$ cat config.mk
export PLATFORM = sky130hd
export DESIGN_NAME = coeff_fetch_seq
export DESIGN_NICKNAME = d
export VERILOG_FILES = /design/src/rtl/coeff_fetch_seq.sv
export SDC_FILE = /design/constraint.sdc
export NUM_CORES = 1
export LEC_CHECK = 0
export ABC_CLOCK_PERIOD_IN_PS = 5050
export CAP_MARGIN = 20
export CORE_ASPECT_RATIO = 1.25
export CORE_UTILIZATION = 52
export DETAILED_ROUTE_END_ITERATION = 16
export PLACE_DENSITY = 0.81
export SLEW_MARGIN = 20
export SYNTH_ARGS = -nofsm -noshare
export SYNTH_HDL_FRONTEND = slang
export SYNTH_SLANG_ARGS = --single-unit
$ cat constraint.sdc
create_clock -name clk -period 5.05 [get_ports clk]
set_input_delay 1.515 -clock clk [delete_from_list [all_inputs] [get_ports clk]]
set_output_delay 1.515 -clock clk [all_outputs]
set_load 0.02 [all_outputs]
$ cat src/rtl/coeff_fetch_seq.sv
// Coefficient fetch sequencer: reads N words from a 1-cycle-latency ROM into a 2-entry FIFO stream.
// Build option: define COEFF_FETCH_REVERSE_EN to issue addresses N-1 down to 0 (last flag on index 0).
module coeff_fetch_seq #(
    parameter int DATA_WIDTH = 32,
    parameter int ADDR_WIDTH = 6,
    parameter int NUM_COEFF  = 33
) (
    input  logic                  clk,
    input  logic                  rst_n,
    input  logic                  start,
    input  logic [ADDR_WIDTH-1:0] term_count,
    input  logic                  abort,
    output logic                  rom_rd,
    output logic [ADDR_WIDTH-1:0] rom_addr,
    input  logic [DATA_WIDTH-1:0] rom_data,
    output logic                  coeff_valid,
    input  logic                  coeff_ready,
    output logic [DATA_WIDTH-1:0] coeff_data,
    output logic [ADDR_WIDTH-1:0] coeff_idx,
    output logic                  coeff_last,
    output logic                  busy,
    output logic                  done,
    output logic                  err
);

    typedef enum logic [1:0] {IDLE, FETCH, DRAIN} state_t;

    localparam logic [ADDR_WIDTH-1:0] ONE     = ADDR_WIDTH'(1);
    localparam logic [ADDR_WIDTH:0]   MAX_CNT = (ADDR_WIDTH+1)'(NUM_COEFF);

    state_t                state, state_nxt;
    logic [ADDR_WIDTH-1:0] rem_q, addr_q;
    logic                  err_q;
    logic                  inflight_q, inflight_last_q;
    logic [ADDR_WIDTH-1:0] inflight_idx_q;

    logic [DATA_WIDTH-1:0] fifo_data [2];
    logic [ADDR_WIDTH-1:0] fifo_idx  [2];
    logic                  fifo_last [2];
    logic                  wr_ptr, rd_ptr;
    logic [1:0]            fifo_cnt;

    logic                  count_ok, accept, pop, push, room, rd_last;
    logic [ADDR_WIDTH-1:0] first_addr, next_addr, issue_cnt;
    logic [2:0]            pending;

    assign count_ok = (term_count != '0) && ({1'b0, term_count} <= MAX_CNT);
    assign accept   = (state == IDLE) && start && !abort && count_ok;

`ifdef COEFF_FETCH_REVERSE_EN
    assign first_addr = term_count - ONE;
    assign next_addr  = rom_addr - ONE;
`else
    assign first_addr = '0;
    assign next_addr  = rom_addr + ONE;
`endif

    // The first read goes out in the start cycle itself so the head entry is visible two cycles later.
    assign rom_addr  = (state == IDLE) ? (accept ? first_addr : '0) : addr_q;
    assign issue_cnt = (state == IDLE) ? term_count : rem_q;
    assign rd_last   = (issue_cnt == ONE);

    // Occupancy is counted net of this cycle's pop so a full-rate stream keeps one read outstanding.
    assign pending = {1'b0, fifo_cnt} - {2'b00, pop} + {2'b00, inflight_q};
    assign room    = (pending < 3'd2);
    assign rom_rd  = accept || ((state == FETCH) && room);

    assign push        = inflight_q;
    assign coeff_valid = (fifo_cnt != 2'd0);
    assign pop         = coeff_valid && coeff_ready;
    assign coeff_data  = fifo_data[rd_ptr];
    assign coeff_idx   = fifo_idx[rd_ptr];
    assign coeff_last  = fifo_last[rd_ptr];
    assign busy        = (state != IDLE);
    assign err         = err_q;

    always_comb begin
        state_nxt = state;
        done      = 1'b0;
        case (state)
            IDLE: begin
                if (accept) state_nxt = rd_last ? DRAIN : FETCH;
            end
            FETCH: begin
                if (abort)                  state_nxt = IDLE;
                else if (rom_rd && rd_last) state_nxt = DRAIN;
            end
            DRAIN: begin
                if (abort) begin
                    state_nxt = IDLE;
                end else if ((fifo_cnt == 2'd0) && !inflight_q) begin
                    state_nxt = IDLE;
                    done      = 1'b1;
                end
            end
            default: state_nxt = IDLE;
        endcase
    end

    always_ff @(posedge clk or posedge rst_n) begin
        if (rst_n) begin
            state           <= IDLE;
            rem_q           <= '0;
            addr_q          <= '0;
            err_q           <= 1'b0;
            inflight_q      <= 1'b0;
            inflight_idx_q  <= '0;
            inflight_last_q <= 1'b0;
        end else begin
            state <= state_nxt;
            err_q <= (state == IDLE) && start && !abort && !count_ok;
            if (rom_rd) rem_q <= issue_cnt - ONE;
            if (state_nxt == IDLE) addr_q <= '0;
            else if (rom_rd)       addr_q <= next_addr;
            inflight_q      <= rom_rd && !abort;
            inflight_idx_q  <= rom_addr;
            inflight_last_q <= rd_last;
        end
    end

    always_ff @(posedge clk or posedge rst_n) begin
        if (rst_n) begin
            for (int unsigned i = 0; i < 2; i++) begin
                fifo_data[i] <= '0;
                fifo_idx[i]  <= '0;
                fifo_last[i] <= 1'b0;
            end
            wr_ptr   <= 1'b0;
            rd_ptr   <= 1'b0;
            fifo_cnt <= 2'd0;
        end else if (abort) begin
            wr_ptr   <= 1'b0;
            rd_ptr   <= 1'b0;
            fifo_cnt <= 2'd0;
        end else begin
            if (push) begin
                fifo_data[wr_ptr] <= rom_data;
                fifo_idx[wr_ptr]  <= inflight_idx_q;
                fifo_last[wr_ptr] <= inflight_last_q;
                wr_ptr            <= ~wr_ptr;
            end
            if (pop) rd_ptr <= ~rd_ptr;
            case ({push, pop})
                2'b10:   fifo_cnt <= fifo_cnt + 2'd1;
                2'b01:   fifo_cnt <= fifo_cnt - 2'd1;
                default: fifo_cnt <= fifo_cnt;
            endcase
        end
    end

endmodule

## Word-level counts from Yosys, hierarchy flattened

Index checks and enable logic that the tools add are counted.

- Register bits after elaboration: 105
- Latch bits: 0
- RAM bits: 0
- ROM bits: 0
- Input bits: 43
- Output and inout port bits: 50
- Word-level logic and storage cells: 101
- Memories: 0

- Add/sub/neg operators: 6
- Multiply operators: 0
- Divide/modulo/power cells: 0
- $lt $le $gt $ge: 5
- Eq/ne operators: 5
- Shift-type cells: 0
- Muxes and demuxes: 38
- Bitwise operators: 5
- Reductions and logical operators: 26

Operators by type and width:

| kind | number |
|---|---|
| $mux 32 | 4 |
| $bwmux 64 | 1 |
| $mux 6 | 8 |
| $demux 32 s1 | 1 |
| $mux 2 | 7 |
| $bwmux 12 | 1 |
| $logic_and 1x1->1 | 11 |
| $mux 1 | 11 |
| $reduce_bool 2->1 | 5 |
| $add 6x1->6 const B | 1 |
| $demux 6 s1 | 1 |
| $eq 6x1->1 const B | 1 |
| $le 6x6->1 const B | 1 |
| $logic_not 2->1 | 3 |
| $pmux 2 s3 | 1 |
| $reduce_bool 6->1 | 1 |
| $sub 6x1->6 const B | 1 |
| $eq 2x1->1 const B | 2 |
| $eq 2x2->1 const B | 2 |
| $ge 2x2->1 const B | 2 |
| $not 1->2 | 2 |
| $pmux 2 s2 | 1 |
| $add 3x1->3 | 1 |
| $logic_not 1->1 | 3 |
| 11 further kinds | 13 |

## Logic depth before layout (Yosys ltp)

- Depth after elaboration: 13
- Depth in mapped cells: 13
- Depth with buffers taken out: 11

## Worst setup path after synthesis

Ideal clock, no wire load.

- Path type: input to output
- From: in coeff_ready
- To: out rom_rd
- Arrival time: 3.325 ns
- Data required time: 3.535 ns
- Setup slack: 0.210 ns
- Cell stages on the path: 11
- Buffers on the path: 2
- Path through: inv_1 nor3b_1 a21o_1 nand2_1 fa_1 xnor2_1 and3_1 clkbuf_1 nor2_4 inv_2 buf_6

- Word-level cells in the longest chain between the ends: 6

RTL lines:

| what | RTL line | RTL |
|---|---|---|
| from (decl) | 17 | `input logic coeff_ready,` |
| $logic_and 1x1->1 | 70 | `assign pop = coeff_valid && coeff_ready;` |
| $sub 2x1->3 | 64 | `assign pending = {1'b0, fifo_cnt} - {2'b00, pop} + {2'b00, inflight_q};` |
| $add 3x1->3 | 64 |  |
| $lt 3x2->1 | 65 | `assign room = (pending < 3'd2);` |
| $logic_and 1x1->1 | 66 | `assign rom_rd = accept \|\| ((state == FETCH) && room);` |
| $logic_or 1x1->1 | 66 |  |
| to (decl) | 13 | `output logic rom_rd,` |

Every way passes these cells.

## Worst setup path after layout

- From: in abort
- To: out done

- Word-level cells in the longest chain between the ends: 2

RTL lines:

| what | RTL line | RTL |
|---|---|---|
| from (decl) | 12 | `input logic abort,` |
| $mux 1 | 89 | `if (abort) begin` |
| $mux 1 | 80 | `case (state)` |
| to (decl) | 22 | `output logic done,` |

Every way passes these cells.

==> results.ini <==
[run_status]
outcome = complete, no violations

[clocking]
insertion_delay_ns = 0.34
cts_made_buffers = 9
cts_tree = yes
clkTransAtPathRegs_ns = 0.07
htree_levels = 3
clockBufferDepth = 2
cts_root_buf = clkbuf_16
clock_sinks = 105

[global_routing]
antenna_found_initial = 0
grt_overflow = 0
grt_max_degree = 54
grt_first_pass_wirelength_um = 17200
grt_usage_pct = 22.6
grt_pass1_vias = 3517

[synthesis]
syn_inst = 376
synth_edf_count = 0
synth_cell_types = 51
syn_area_um2 = 4900
synth_top_area_share_pct = 53.6
ys_ff_latch = 105
synth_top_flop_cell = dfrtp_1
synth_top_area_cell = dfrtp_1
async_flop_share_pct = 100
yosysSeqAreaShare_pct = 53.6
yosys-top-cells-area = dfrtp_1, mux2_2, nor2_1, o21ai_0, a21oi_1
synth_fp_nets = 423
yosys_warnings = 0
syn_avg_cell_area_um2 = 13.0

[route]
firstDrtPassIters = 4
drcViolationCount = 0
wire_per_inst_um = 17.2
ant_nets = 0
vias = 3425
drt-total-wl_um = 10400
viasPerCell = 5.68
drt-initial-drc-count = 116

[timing]
worst_clock_skew_ns = 0.00737
finalMaxSlewViolations = 0
worst_slew_pin_slew_ns = 0.965
fin_crit_ns = 4.83
fin_crit_sh_pct = 95.7
hold_viol = 0
holdWs_ns = 0.501
rsz0062_at_grt = no
max_freq_mhz = 207
slew_headroom_pct = 35.7
setup_viol = 0

[place]
place_hpwl_um = 6910
placed_area_um2 = 6010
port_buffers = 92
gp_congestion = 0.898
placedCellCount = 586

[finish]
final_common_cell = mux2_2
finalInstanceArea_um2 = 6330
layout_common_cells = mux2_2, dfrtp_1, clkdlybuf4s50_1
fin_util_pct = 69.4
nNetsFinal = 522
syn_to_final_growth_pct = 29.2
n_antenna_cell = 0
finalNonFillerCells = 603
fill_cells = 700
layout-drive-gt1-share_pct = 35.2

[worst_setup_path]
worstPathMaxFanout = 10
worst_path_largest_cell_delay_ns = 0.61
path_buf_inv = 3
arrival_ns = 3.32
r2r-start = fifo_cnt[1]$_DFFE_PP0P_
cp.required_ns = 3.54
cp_slowest_cell = clkdlybuf4s50_1
path_cells = clkdlybuf4s50_1 > buf_4 > or3b_2 > nor2_1 > clkdlybuf4s50_1
worst_setup_path_start_kind = primary input
cp_top_family = buffers and inverters
path_class = primary input to primary output
cp-end-kind = primary output
path_common_cell = clkdlybuf4s50_1
critPathLaunch = abort

[floorplan]
die_w_um = 88.8
initial_utilization_pct = 53.7
io_pins = 93
die_h_um = 111
dieArea_um2 = 9820
rows = 39
core_um2 = 9130

[power]
p_sw_share_pct = 31.6
p_per_area_nw_per_um2 = 513
p_leak_nw = 2.81
p_sw_mw = 1.03
seqPwrFrac_pct = 40.1
ir_drop_uv = 254
power.share.clock_pct = 21.3
report.power.total_mw = 3.25
combPwrFrac_pct = 38.6
p_int_mw = 2.22

[min_path]
hold_start = inflight_idx_q[3]$_DFF_PP0_
min_path_type = flip-flop to flip-flop

[flow_run]
max-cap-violations = 0

==> Yosys cell counts (4+ instances only) <==
cell type    n
a21oi_1     10
and2_1       6
buf_2        4
clkbuf_1    12
dfrtp_1    105
inv_1        6
mux2_2     117
mux2i_1      4
nand2_1     12
nor2_1      19
nor3_1       5
nor4_1       4
o21ai_0     12
==> metrics by stage <==
stage	setup WS [ns]	TNS [ns]
after global routing	0.138	0
after floorplan	0.210	0
after global placement	-0.514	-0.514
after detailed placement	-0.578	-0.578
after CTS	0.0168	0
final	0.218	0
==> registers in the layout, summed over array words and instances, names as in the netlist <==
signal / flops
inflight_idx_q: 6
fifo_idx: 12
inflight_q: 1
addr_q: 6
wr_ptr: 1
fifo_cnt: 2
err: 1
fifo_last: 2
state: 2
inflight_last_q: 1
rd_ptr: 1
rem_q: 6
fifo_data: 64
==> power groups by stage <==
stage / logic (mW) / registers [mW] / clock network, mW
global placement: 1.22 / 1.29 / 0
global route: 1.35 / 1.34 / 0.749
CTS: 1.26 / 1.30 / 0.708
floorplan: 0.838 / 1.24 / 0
finish: 1.25 / 1.30 / 0.693
detailed placement: 1.25 / 1.31 / 0
==> cell type report <==
type                    instances  area [um2]  area share, %
flip-flops and latches        105        2630           41.5
multi-input cells             243        2180           34.4
repair buffers                108        1040           16.4
clock buffers                  11         243           3.83
well taps                     123         154           2.43
clock inverters                 5        53.8          0.849
inverters                       8        32.5          0.514
==> metal layers <==
layer | global-route usage, % | routed length (um) | vias up
met5 | 0 | 0 | -
met3 | 4.63 | 520 | 14
met1 | 28.4 | 4230 | 1750
met4 | 7.63 | 157 | 0
li1 | - | - | 1567
met2 | 38.3 | 5440 | 94
==> logic make-up after synthesis <==
| logic type | synth area share [%] |
|---|---|
| AO/OA/AOI/OAI | 6.92 |
| XOR/XNOR | 0.715 |
| adder cells (fa/ha/maj) | 1.17 |
| buffers and inverters | 2.40 |
| flip-flops | 53.6 |
| multiplexers | 27.7 |
| AND/OR/NAND/NOR | 7.48 |
==> path summary, 6_finish.rpt <==
kind,cells after the start,slack [ns],endpoint
min in group asynchronous,3,1.72,fifo_data[39]$_DFFE_PP0P_
max reg2reg,11,2.39,addr_q[5]$_DFFE_PP0P_
min,1,0.50,fifo_idx[9]$_DFFE_PP0P_
min reg2reg,1,0.50,fifo_idx[9]$_DFFE_PP0P_
max,5,0.22,done
max in group asynchronous,3,2.84,rd_ptr$_DFFE_PP0P_
==> repair_timing <==
action / CTS / global route
endpoints found under the hold margin: 0 / 0
hold buffers: 0 / 0
buffers inserted: 0 / 1
gates resized for setup: 8 / 3
setup endpoints to repair: 1 / 1
pin swaps: 0 / 4
(Power assumes the default switching activity.)
